--- src/rtl/run_sequencer_pkg.sv ---
// Configuration packages for the run sequencer.
//   network_config : shape of the downstream network (input count, charge width)
//   seq_config     : command encoding, opcodes and sequencer state encoding
package network_config;
  localparam int NET_NUM_INP      = 4;
  localparam int NET_CHARGE_WIDTH = 8;
endpackage

package seq_config;
  import network_config::*;

  typedef enum logic [1:0] {
    OP_NOP = 2'd0,
    OP_SPK = 2'd1,
    OP_RUN = 2'd2,
    OP_CLR = 2'd3
  } opcode_t;

  typedef enum logic [1:0] {
    S_IDLE = 2'd0,
    S_RUN  = 2'd1,
    S_CLR  = 2'd2
  } state_t;

  localparam int OPC_WIDTH     = 2;
  localparam int IDX_WIDTH     = ($clog2(NET_NUM_INP) > 1) ? $clog2(NET_NUM_INP) : 1;
  localparam int RUN_WIDTH_DEF = 16;

  function automatic int max_int(input int a, input int b);
    return (a > b) ? a : b;
  endfunction

  // Payload must hold either a RUN count or an {idx, charge} pair.
  function automatic int payload_width(input int run_w);
    return max_int(run_w, IDX_WIDTH + NET_CHARGE_WIDTH);
  endfunction

  localparam int CMD_WIDTH = OPC_WIDTH + payload_width(RUN_WIDTH_DEF);
endpackage

--- src/rtl/run_sequencer_sat_add.sv ---
// sat_add: signed add clamped to the signed W-bit range.
//   a_i, b_i : signed operands
//   y_o      : a_i + b_i, saturated to [-2^(W-1), 2^(W-1)-1]
module sat_add #(
  parameter int W = 8
) (
  input  logic signed [W-1:0] a_i,
  input  logic signed [W-1:0] b_i,
  output logic signed [W-1:0] y_o
);
  logic [W:0] sum;

  assign sum = {a_i[W-1], a_i} + {b_i[W-1], b_i};

  // Overflow iff the extra sign bit disagrees with the result sign.
  always_comb begin
    y_o = sum[W-1:0];
    if (sum[W] != sum[W-1])
      y_o = sum[W] ? {1'b1, {(W-1){1'b0}}} : {1'b0, {(W-1){1'b1}}};
  end
endmodule

--- src/rtl/run_sequencer.sv ---
// run_sequencer: accumulates spike charges per network input and replays them
// to the network as RUN beat sequences or CLR beats.
//   clk, rst             : clock, synchronous active-high reset
//   cmd_valid/cmd_ready  : command handshake, cmd = {opcode, payload}
//   net_valid/net_ready  : network beat handshake
//   net_clr              : beat is a network clear
//   net_inp              : per-input signed charge carried by the beat
//   busy                 : sequencer is not idle
module run_sequencer
  import network_config::*;
  import seq_config::*;
#(
  parameter  int RUN_WIDTH = 16,
  localparam int PAY_W     = payload_width(RUN_WIDTH),
  localparam int CMD_W     = OPC_WIDTH + PAY_W
) (
  input  logic                               clk,
  input  logic                               rst,
  input  logic                               cmd_valid,
  output logic                               cmd_ready,
  input  logic [CMD_W-1:0]                   cmd,
  input  logic                               net_ready,
  output logic                               net_valid,
  output logic                               net_clr,
  output logic signed [NET_CHARGE_WIDTH-1:0] net_inp [0:NET_NUM_INP-1],
  output logic                               busy
);
  localparam int CW     = NET_CHARGE_WIDTH;
  localparam int XIDX_W = PAY_W - CW;
  localparam logic [RUN_WIDTH-1:0] ONE = RUN_WIDTH'(1);

  typedef logic signed [CW-1:0] chg_t;

  state_t               state_q, state_d;
  logic [RUN_WIDTH-1:0] remaining_q, remaining_d;
  chg_t                 buf_q [NET_NUM_INP];
  chg_t                 buf_d [NET_NUM_INP];
  logic                 net_valid_q, net_valid_d;
  logic                 net_clr_q, net_clr_d;
  chg_t                 net_inp_q [NET_NUM_INP];
  chg_t                 net_inp_d [NET_NUM_INP];

  // Command decode
  opcode_t              opc;
  logic [PAY_W-1:0]     payload;
  logic [XIDX_W-1:0]    spk_idx;
  logic [IDX_WIDTH-1:0] spk_sel;
  chg_t                 spk_chg;
  chg_t                 spk_sum;
  logic                 spk_hit;
  logic [RUN_WIDTH-1:0] run_cnt;
  logic                 accept, hs;

  assign opc     = opcode_t'(cmd[CMD_W-1 -: OPC_WIDTH]);
  assign payload = cmd[PAY_W-1:0];
  // The whole field above the charge is the index, so stray high bits
  // read as an out-of-range input and the spike is dropped rather than aliased.
  assign spk_idx = payload[PAY_W-1:CW];
  assign spk_sel = spk_idx[IDX_WIDTH-1:0];
  assign spk_chg = payload[CW-1:0];
  assign spk_hit = 32'(spk_idx) < 32'(NET_NUM_INP);
  assign run_cnt = payload[RUN_WIDTH-1:0];

  assign accept  = cmd_valid && (state_q == S_IDLE);
  assign hs      = net_valid_q && net_ready;

  sat_add #(.W(CW)) u_sat_add (
    .a_i (buf_q[spk_sel]),
    .b_i (spk_chg),
    .y_o (spk_sum)
  );

  // State register
  always_ff @(posedge clk) begin
    if (rst) state_q <= S_IDLE;
    else     state_q <= state_d;
  end

  // Next state
  always_comb begin
    state_d = state_q;
    case (state_q)
      S_IDLE: if (accept) begin
        if (opc == OP_RUN && run_cnt != '0) state_d = S_RUN;
        else if (opc == OP_CLR)             state_d = S_CLR;
      end
      S_RUN:   if (hs && remaining_q == ONE) state_d = S_IDLE;
      S_CLR:   if (hs)                       state_d = S_IDLE;
      default: state_d = S_IDLE;
    endcase
  end

  // Next outputs / datapath. Beat outputs are computed one cycle ahead and
  // registered, so they only move on acceptance or handshake edges and stay
  // frozen while the network stalls.
  always_comb begin
    remaining_d = remaining_q;
    net_valid_d = net_valid_q;
    net_clr_d   = net_clr_q;
    for (int i = 0; i < NET_NUM_INP; i++) begin
      buf_d[i]     = buf_q[i];
      net_inp_d[i] = net_inp_q[i];
    end
    case (state_q)
      S_IDLE: if (accept) begin
        case (opc)
          OP_SPK: if (spk_hit) buf_d[spk_sel] = spk_sum;
          OP_RUN: if (run_cnt != '0) begin
            remaining_d = run_cnt;
            net_valid_d = 1'b1;
            net_clr_d   = 1'b0;
            for (int i = 0; i < NET_NUM_INP; i++) net_inp_d[i] = buf_q[i];
          end
          OP_CLR: begin
            net_valid_d = 1'b1;
            net_clr_d   = 1'b1;
            for (int i = 0; i < NET_NUM_INP; i++) net_inp_d[i] = '0;
          end
          default: ;
        endcase
      end
      S_RUN: if (hs) begin
        remaining_d = remaining_q - ONE;
        // Only the first beat carries charge; clearing buf on every beat is
        // equivalent since it is already zero after the first.
        for (int i = 0; i < NET_NUM_INP; i++) begin
          buf_d[i]     = '0;
          net_inp_d[i] = '0;
        end
        if (remaining_q == ONE) net_valid_d = 1'b0;
      end
      S_CLR: if (hs) begin
        net_valid_d = 1'b0;
        net_clr_d   = 1'b0;
        for (int i = 0; i < NET_NUM_INP; i++) buf_d[i] = '0;
      end
      default: ;
    endcase
  end

  always_ff @(posedge clk) begin
    if (rst) begin
      remaining_q <= '0;
      net_valid_q <= 1'b0;
      net_clr_q   <= 1'b0;
      for (int i = 0; i < NET_NUM_INP; i++) begin
        buf_q[i]     <= '0;
        net_inp_q[i] <= '0;
      end
    end else begin
      remaining_q <= remaining_d;
      net_valid_q <= net_valid_d;
      net_clr_q   <= net_clr_d;
      for (int i = 0; i < NET_NUM_INP; i++) begin
        buf_q[i]     <= buf_d[i];
        net_inp_q[i] <= net_inp_d[i];
      end
    end
  end

  assign cmd_ready = (state_q == S_IDLE);
  assign busy      = (state_q != S_IDLE);
  assign net_valid = net_valid_q;
  assign net_clr   = net_clr_q;
  assign net_inp   = net_inp_q;
endmodule

--- config.mk ---
export PLATFORM = sky130hd
export DESIGN_NAME = run_sequencer
export DESIGN_NICKNAME = d
export VERILOG_FILES = /design/src/rtl/run_sequencer_pkg.sv /design/src/rtl/run_sequencer_sat_add.sv /design/src/rtl/run_sequencer.sv
export SDC_FILE = /design/constraint.sdc
export NUM_CORES = 1
export LEC_CHECK = 0
export ABC_CLOCK_PERIOD_IN_PS = 4420
export CAP_MARGIN = 15
export CELL_PAD_IN_SITES_DETAIL_PLACEMENT = 1
export CELL_PAD_IN_SITES_GLOBAL_PLACEMENT = 2
export CORE_AREA = 2 2 110 112
export CTS_BUF_LIST = sky130_fd_sc_hd__clkbuf_4 sky130_fd_sc_hd__clkbuf_8
export DETAILED_ROUTE_END_ITERATION = 8
export DIE_AREA = 0 0 112 114
export DONT_BUFFER_PORTS = 1
export GPL_TIMING_DRIVEN = 0
export PLACE_DENSITY = 0.83
export RECOVER_POWER = 25
export SETUP_SLACK_MARGIN = 0.5
export SKIP_LAST_GASP = 1
export SYNTH_ARGS = -nofsm -noshare
export SYNTH_HDL_FRONTEND = slang
export SYNTH_SLANG_ARGS = --single-unit
--- constraint.sdc ---
create_clock -name clk -period 4.42 [get_ports clk]
set_input_delay 0.442 -clock clk [delete_from_list [all_inputs] [get_ports clk]]
set_output_delay 0.442 -clock clk [all_outputs]
set_load 0.1 [all_outputs]
==> summary.md, run 1 <==
| Metric | Value |
|---|---|
| R2R Path Start | `state_q[0]` |
| Worst r2r path cells | `9` |
| Placed Area | `4730 um^2` |
| Stages on worst setup path | `10` |
| RD Place Congestion | `0.896` |
| Slowest CP cell | `o31ai_1` |
| H-tree levels | `3` |
| Grt total ovfl | `0` |
| Worst setup SP type | `primary input` |
| Post-layout util | `42.4%` |
| Initial antenna violation count | `0` |
| Most used flip-flop cell after synthesis | `dfxtp_1` |
| Global-route usage over all layers | `24.7%` |
| Mapped Nets | `570` |
| RSZ-0062 raised after global routing | `no` |
| DRT Wirelength | `15500 um` |
| Cts bufs inserted | `9` |
| Core footprint | `11700 um^2` |
| Dpl hpwl | `11800 um` |
| R2R Setup Slk | `1.01 ns` |
| Status | `finished clean` |
| Crit path buf inv count | `4` |
| EDFF count, synth | `0` |
| Vias | `4404` |
| Worst Path Max Fanout | `10` |
| Buffers on Ports | `0` |
| Worst hold path class | `in -> reg` |
| Worst Path Required | `4.68 ns` |
| Drt first pass iters | `4` |
| Clk Latency, worst-skew pair | `0.36 ns` |
| VDD IR-drop max | `373 uV` |
| Tightest Pin Transition | `1.15 ns` |
| Count of cell types in the netlist | `59` |
| CP Class | `in -> reg` |
| Max-Cap Viols | `0` |
| TritonCTS clock tree | `yes` |
| Synth Instances | `533` |
| Fill cells | `1421` |
| Fin area | `4970 um^2` |
| Num ports | `58` |
| Die height | `114 um` |
| DIE WIDTH | `112 um` |
| Nets | `581` |
| Leak | `0.00164 uW` |
| Area Growth Syn to Fin | `9.33%` |
| Pwr dens | `520 nW/um^2` |
| Avg Cell Area, Syn | `8.53 um^2` |
| Maximum clock rate | `275 MHz` |
| WHS Path Cells | `3` |
| ANT cells | `0` |
| Clk_skew | `0.00949 ns` |
| CP top delay family | `compound AO/OA/AOI/OAI gates` |
| CP cell instances | `buf_2, clkbuf_2, mux4_2, ha_1, clkbuf_1, inv_1, o31ai_1, o211ai_1, and4_1, a22o_1` |
| Share of the yosys chip area belonging to registers | `37.0%` |
| Clk slew on worst S/H paths | `0.09 ns` |
| Hold Fails Final Rpt | `0` |
| Starting Density | `38.8%` |
| Setup-failing EPs final | `0` |
| Layout cell share with drive strength beyond 1 | `8.93%` |
| Average wire per standard cell | `22.3 um` |
| Area of the die | `12800 um^2` |
| CP Data Arrival Time | `3.90 ns` |
| Clk buf depth | `2` |
| DRC | `0` |
| Final ANT Viol Nets | `0` |
| Pin count of the biggest net entering global routing | `16` |
| Row cnt | `40` |
| Post-Syn Area | `4550 um^2` |
| Worst setup EP type | `flop` |
| CP startpoint | `cmd[8]` |
| Asr flop ratio synth | `0%` |
| Final Max Tran Viols | `0` |
| Initial DRC Count | `199` |
| CP max stage delay | `0.60 ns` |
| Total Power | `2580 uW` |
| Yosys warnings | `0` |
| Slew headroom | `22.9%` |
| Minimum clock period | `3.64 ns` |
| Final period util | `82.4%` |
| Min-delay src | `rst` |
| First-pass GRT wire length | `24800 um` |
| Clock sink count | `84` |
| Vias in the first global route | `4655` |
| #FFs+latches synth | `84` |
| CTS Root Cell | `clkbuf_8` |
| DR vias/cell | `6.33` |
==> power breakdown <==
part	internal, uW	switching, uW	total, uW
clock network	242	308	550
registers	815	111	926
logic	290	817	1110
total	1350	1240	2580
==> registers in the layout, summed over array words and instances (netlist names) <==
register and count:
net_inp 32, state_q 2, remaining_q 16, net_clr 1
buf_q 32, net_valid 1
==> synthesized netlist by cell type (11+ instances only) <==
cell,n,area (um^2)
o31ai_1,22,165
dfxtp_1,84,1680
nor3_1,12,60.1
inv_1,14,52.6
nand3_1,42,210
clkbuf_1,35,131
a21oi_1,59,295
o311ai_0,12,105
a22o_1,17,149
nand2_1,26,97.6
o21ai_0,48,240
ha_1,14,175
nor4_1,11,68.8
nor2_1,19,71.3
==> layer usage <==
layer	wire [um]	track usage (%)	part of all wire, %
met5	0	0	0
met4	379	9.02	2.4
met3	873	5.53	5.6
met2	7750	43.1	50
met1	6540	29.9	42
==> cells by family after synthesis <==
family	count (synthesis)	synth area share [%]
AND/OR/NAND/NOR	165	20.3
flip-flops	84	37.0
AO/OA/AOI/OAI	200	28.4
adder cells (fa/ha/maj)	15	4.29
buffers and inverters	56	4.98
XOR/XNOR	2	0.385
multiplexers	11	4.62
==> path summary, 6_finish.rpt <==
check / to
worst max-delay path: buf_q[3][5]
worst max register to register: net_inp[25]
worst min-delay path: buf_q[0][6]
worst min register to register: buf_q[3][0]
==> through the flow <==
| stage | cells | hold slack (ns) | setup TNS (ns) | setup slack [ns] |
|---|---|---|---|---|
| after global routing | 696 | 0.281 | 0 | 0.539 |
| final | 696 | 0.285 | 0 | 0.777 |
| after CTS | 696 | 0.274 | 0 | 0.476 |
| after floorplan | 533 | 0.441 | 0 | 0.614 |
| after global placement | 680 | 0.478 | -1.94 | -0.114 |
| after detailed placement | 680 | 0.480 | -5.19 | -0.228 |
==> worst register-to-register path, stage by stage, from the launching register on <==
cell and delay (ns):
dfxtp_1 0.34, inv_1 0.12, ha_2 0.55, clkbuf_2 0.35, clkinvlp_4 0.52, nor2_1 0.35, a21o_1 0.35, clkbuf_1 0.37
o21ai_0 0.19, a21oi_1 0.21
==> layout by cell type, fill, tap and decap left out, drive strengths merged, types with 6 or more instances in the layout <==
cell	count
clkbuf	46
nand2	26
o311ai	12
nand3	42
and3	8
mux4	8
a211oi	8
nor4	12
dfxtp	84
buf	6
a22o	17
o21ai	48
inv	17
nor2	19
ha	14
nand2b	6
nor3	12
or4	11
o31ai	22
a21oi	59
==> repair_timing <==
action	4_1_cts	5_1_grt
hold buffers	0	0
setup endpoints to repair	34	61
pin swaps	0	0
gates resized for setup	3	12
setup buffers	0	0
==> area by class of cell <==
| cell class | count | area [um^2] | share of cell area [%] |
|---|---|---|---|
| clock buffers | 11 | 151 | 3.05 |
| plain buffers | 41 | 175 | 3.52 |
| inverters | 15 | 60.1 | 1.21 |
| multi-input cells | 393 | 2680 | 53.8 |
| well taps | 147 | 184 | 3.70 |
| clock inverters | 5 | 42.5 | 0.856 |
| flip-flops and latches | 84 | 1680 | 33.8 |
Power figures use the tool's default switching activity.
==> run 2, diff against run 1 <==
--- a/config.mk
+++ b/config.mk
@@ -5,17 +5,17 @@
 export SDC_FILE = /design/constraint.sdc
 export NUM_CORES = 1
 export LEC_CHECK = 0
-export ABC_CLOCK_PERIOD_IN_PS = 4420
+export ABC_CLOCK_PERIOD_IN_PS = 3000
 export CAP_MARGIN = 15
 export CELL_PAD_IN_SITES_DETAIL_PLACEMENT = 1
 export CELL_PAD_IN_SITES_GLOBAL_PLACEMENT = 2
-export CORE_AREA = 2 2 110 112
+export CORE_AREA = 2 2 116 118
 export CTS_BUF_LIST = sky130_fd_sc_hd__clkbuf_4 sky130_fd_sc_hd__clkbuf_8
 export DETAILED_ROUTE_END_ITERATION = 8
-export DIE_AREA = 0 0 112 114
+export DIE_AREA = 0 0 118 120
 export DONT_BUFFER_PORTS = 1
 export GPL_TIMING_DRIVEN = 0
-export PLACE_DENSITY = 0.83
+export PLACE_DENSITY = 0.79
 export RECOVER_POWER = 25
 export SETUP_SLACK_MARGIN = 0.5
 export SKIP_LAST_GASP = 1
==> constraint.sdc (replaced) <==
create_clock -name clk -period 3 [get_ports clk]
set_input_delay 0.3 -clock clk [delete_from_list [all_inputs] [get_ports clk]]
set_output_delay 0.3 -clock clk [all_outputs]
set_load 0.1 [all_outputs]
==> summary.md, run 2 (same netlist as run 1, synthesis figures left out) <==
| Metric | Value |
|---|---|
| Status | `finished clean` |
| Storage element area | `1700 um^2 (+1.3%)` |
| Final std cells w/o fill | `775 (+11%)` |
| Dpl hpwl | `11700 um (-0.35%)` |
| ANT cells | `0 (unchanged)` |
| Setup-failing EPs final | `0 (unchanged)` |
| Worst setup SP type | `flop` |
| Clk slew on worst S/H paths | `0.11 ns (+0.02 ns)` |
| Worst Path Max Fanout | `6 (-4)` |
| Clk Latency, worst-skew pair | `0.39 ns (+0.03 ns)` |
| Clock sink count | `84 (unchanged)` |
| Worst Path Required | `3.28 ns (-1.40 ns)` |
| Nets | `631 (+8.6%)` |
| Placed Area | `4910 um^2 (+3.8%)` |
| Starting Density | `35.0% (-3.8 points)` |
| Tightest Pin Transition | `1.09 ns (-0.0633 ns)` |
| Leading cell type in the layout, fill and taps excluded | `dfxtp_1` |
| Cts bufs inserted | `9 (unchanged)` |
| Num ports | `58 (unchanged)` |
| Buffers on Ports | `0 (unchanged)` |
| First-pass GRT wire length | `28100 um (+13%)` |
| Inst Count DP | `709 (+4.3%)` |
| DIE WIDTH | `118 um (+5.4%)` |
| Vias in the first global route | `5024 (+7.9%)` |
| Max-Cap Viols | `0 (unchanged)` |
| Initial antenna violation count | `0 (unchanged)` |
| Clk_skew | `0.00701 ns (-0.00248 ns)` |
| Hold Fails Final Rpt | `0 (unchanged)` |
| VDD IR-drop max | `487 uV (+30%)` |
| CP Class | `reg -> reg` |
| Maximum clock rate | `371 MHz` |
| Clk buf depth | `2 (unchanged)` |
| DR vias/cell | `6.06 (-4.3%)` |
| Area of the die | `14200 um^2 (+11%)` |
| Leak | `0.00216 uW (+32%)` |
| TritonCTS clock tree | `yes` |
| Global-route usage over all layers | `25.0% (+0.39 points)` |
| Grt total ovfl | `0 (unchanged)` |
| Slew headroom | `27.4% (+4.6 points)` |
| Row cnt | `42 (+5.0%)` |
| Commonest non-fill, non-tap cells in the layout | `dfxtp_1, a21oi_2, buf_4` |
| Setup_tns | `0 ns (unchanged)` |
| CTS Root Cell | `clkbuf_8` |
| Core footprint | `13000 um^2 (+11%)` |
| Minimum clock period | `2.70 ns` |
| Pwr dens | `727 nW/um^2 (+40%)` |
| Final Max Tran Viols | `0 (unchanged)` |
| # hold bufs at CTS | `0 (unchanged)` |
| DRC | `0 (unchanged)` |
| Die height | `120 um (+5.3%)` |
| Drt first pass iters | `4 (unchanged)` |
| Worst setup EP type | `flop` |
| Area of the multi-input gates | `3660 um^2 (+37%)` |
| Fin area | `6710 um^2 (+35%)` |
| Area Growth Syn to Fin | `47.6%` |
| H-tree levels | `3 (unchanged)` |
| Initial DRC Count | `253 (+27%)` |
| DRT Wirelength | `18400 um (+19%)` |
| Layout cell share with drive strength beyond 1 | `44.6% (+36 points)` |
| CP Data Arrival Time | `2.98 ns (-0.92 ns)` |
| RSZ-0062 raised after global routing | `yes` |
| Average wire per standard cell | `23.8 um (+6.5%)` |
| Vias | `4693 (+6.6%)` |
| Pin count of the biggest net entering global routing | `19 (+3)` |
| Fill cells | `1440 (+1.3%)` |
| Worst hold path class | `in -> reg` |
| Final period util | `89.8%` |
| Final ANT Viol Nets | `0 (unchanged)` |
| RD Place Congestion | `0.839 (-6.4%)` |
==> run 2: changes by cell type in the layout (fill, tap and decap cells not counted), sizes merged <==
cell and delta:
clkinv +2, buf +53, a21o +1, clkinvlp -1
inv +1, clkbuf -6
==> run 2: repair_timing <==
item,4_1_cts,5_1_grt
endpoints found under the setup margin,83,80
setup buffers,30,14
gates resized for setup,175,105
pin swaps,55,52
gates cloned,6,0
==> run 2: metal layers <==
layer / global-route usage [%] / share of wire (%) / vias to the layer above
met4: 7.00 / 1.9 / 0
met1: 33.0 / 45 / 2358
met3: 5.18 / 5.0 / 26
met2: 41.6 / 48 / 117
met5: 0 / 0 / -
li1: - / - / 2192
==> run 2: per-stage QoR <==
step	utilization, %	setup slack [ns]	hold WS [ns]	total power (uW)
5_1_grt	51.7	0.231	0.123	5120
2_1_floorplan	-	0.292	0.441	2570
4_1_cts	47.4	0.375	0.112	4490
6_report	51.7	0.305	0.129	4880
3_3_place_gp	37.8	-0.177	0.482	3000
3_5_place_dp	37.8	-0.276	0.488	3040
==> run 2: final cells by class <==
type	instances	area share [%]
buffer	41	5.45
clock buffer	9	1.85
clock inverter	7	1.14
inverter	15	0.932
multi-input combinational	394	54.6
sequential	84	25.4
tap	176	3.28
timing repair buffer	49	7.35
==> run 2: power by group <==
| part | internal (uW) | total (uW) | switching [uW] |
|---|---|---|---|
| Combinational | 1000 | 2640 | 1640 |
| Clock | 332 | 866 | 534 |
| Sequential | 1200 | 1370 | 163 |
| Total | 2540 | 4880 | 2340 |
==> run 2: worst paths after layout <==
path                     from          end  slack [ns]  cells after the start
setup reg to reg  buf_q[2][1]  buf_q[3][4]        0.30                      9
hold / removal            rst  buf_q[2][0]        0.13                      3
hold reg to reg   buf_q[0][4]  net_inp[28]        0.49                      2
setup / recovery  buf_q[2][1]  buf_q[3][4]        0.30                      9
==> run 2: worst max-delay path, cell delays in order, from the launching register on <==
cell	delay (ns)
dfxtp_2	0.36
mux4_2	0.52
ha_4	0.26
a211oi_4	0.34
nor3_4	0.10
buf_4	0.16
nor3_4	0.31
o31ai_2	0.15
buf_4	0.17
a22o_1	0.21
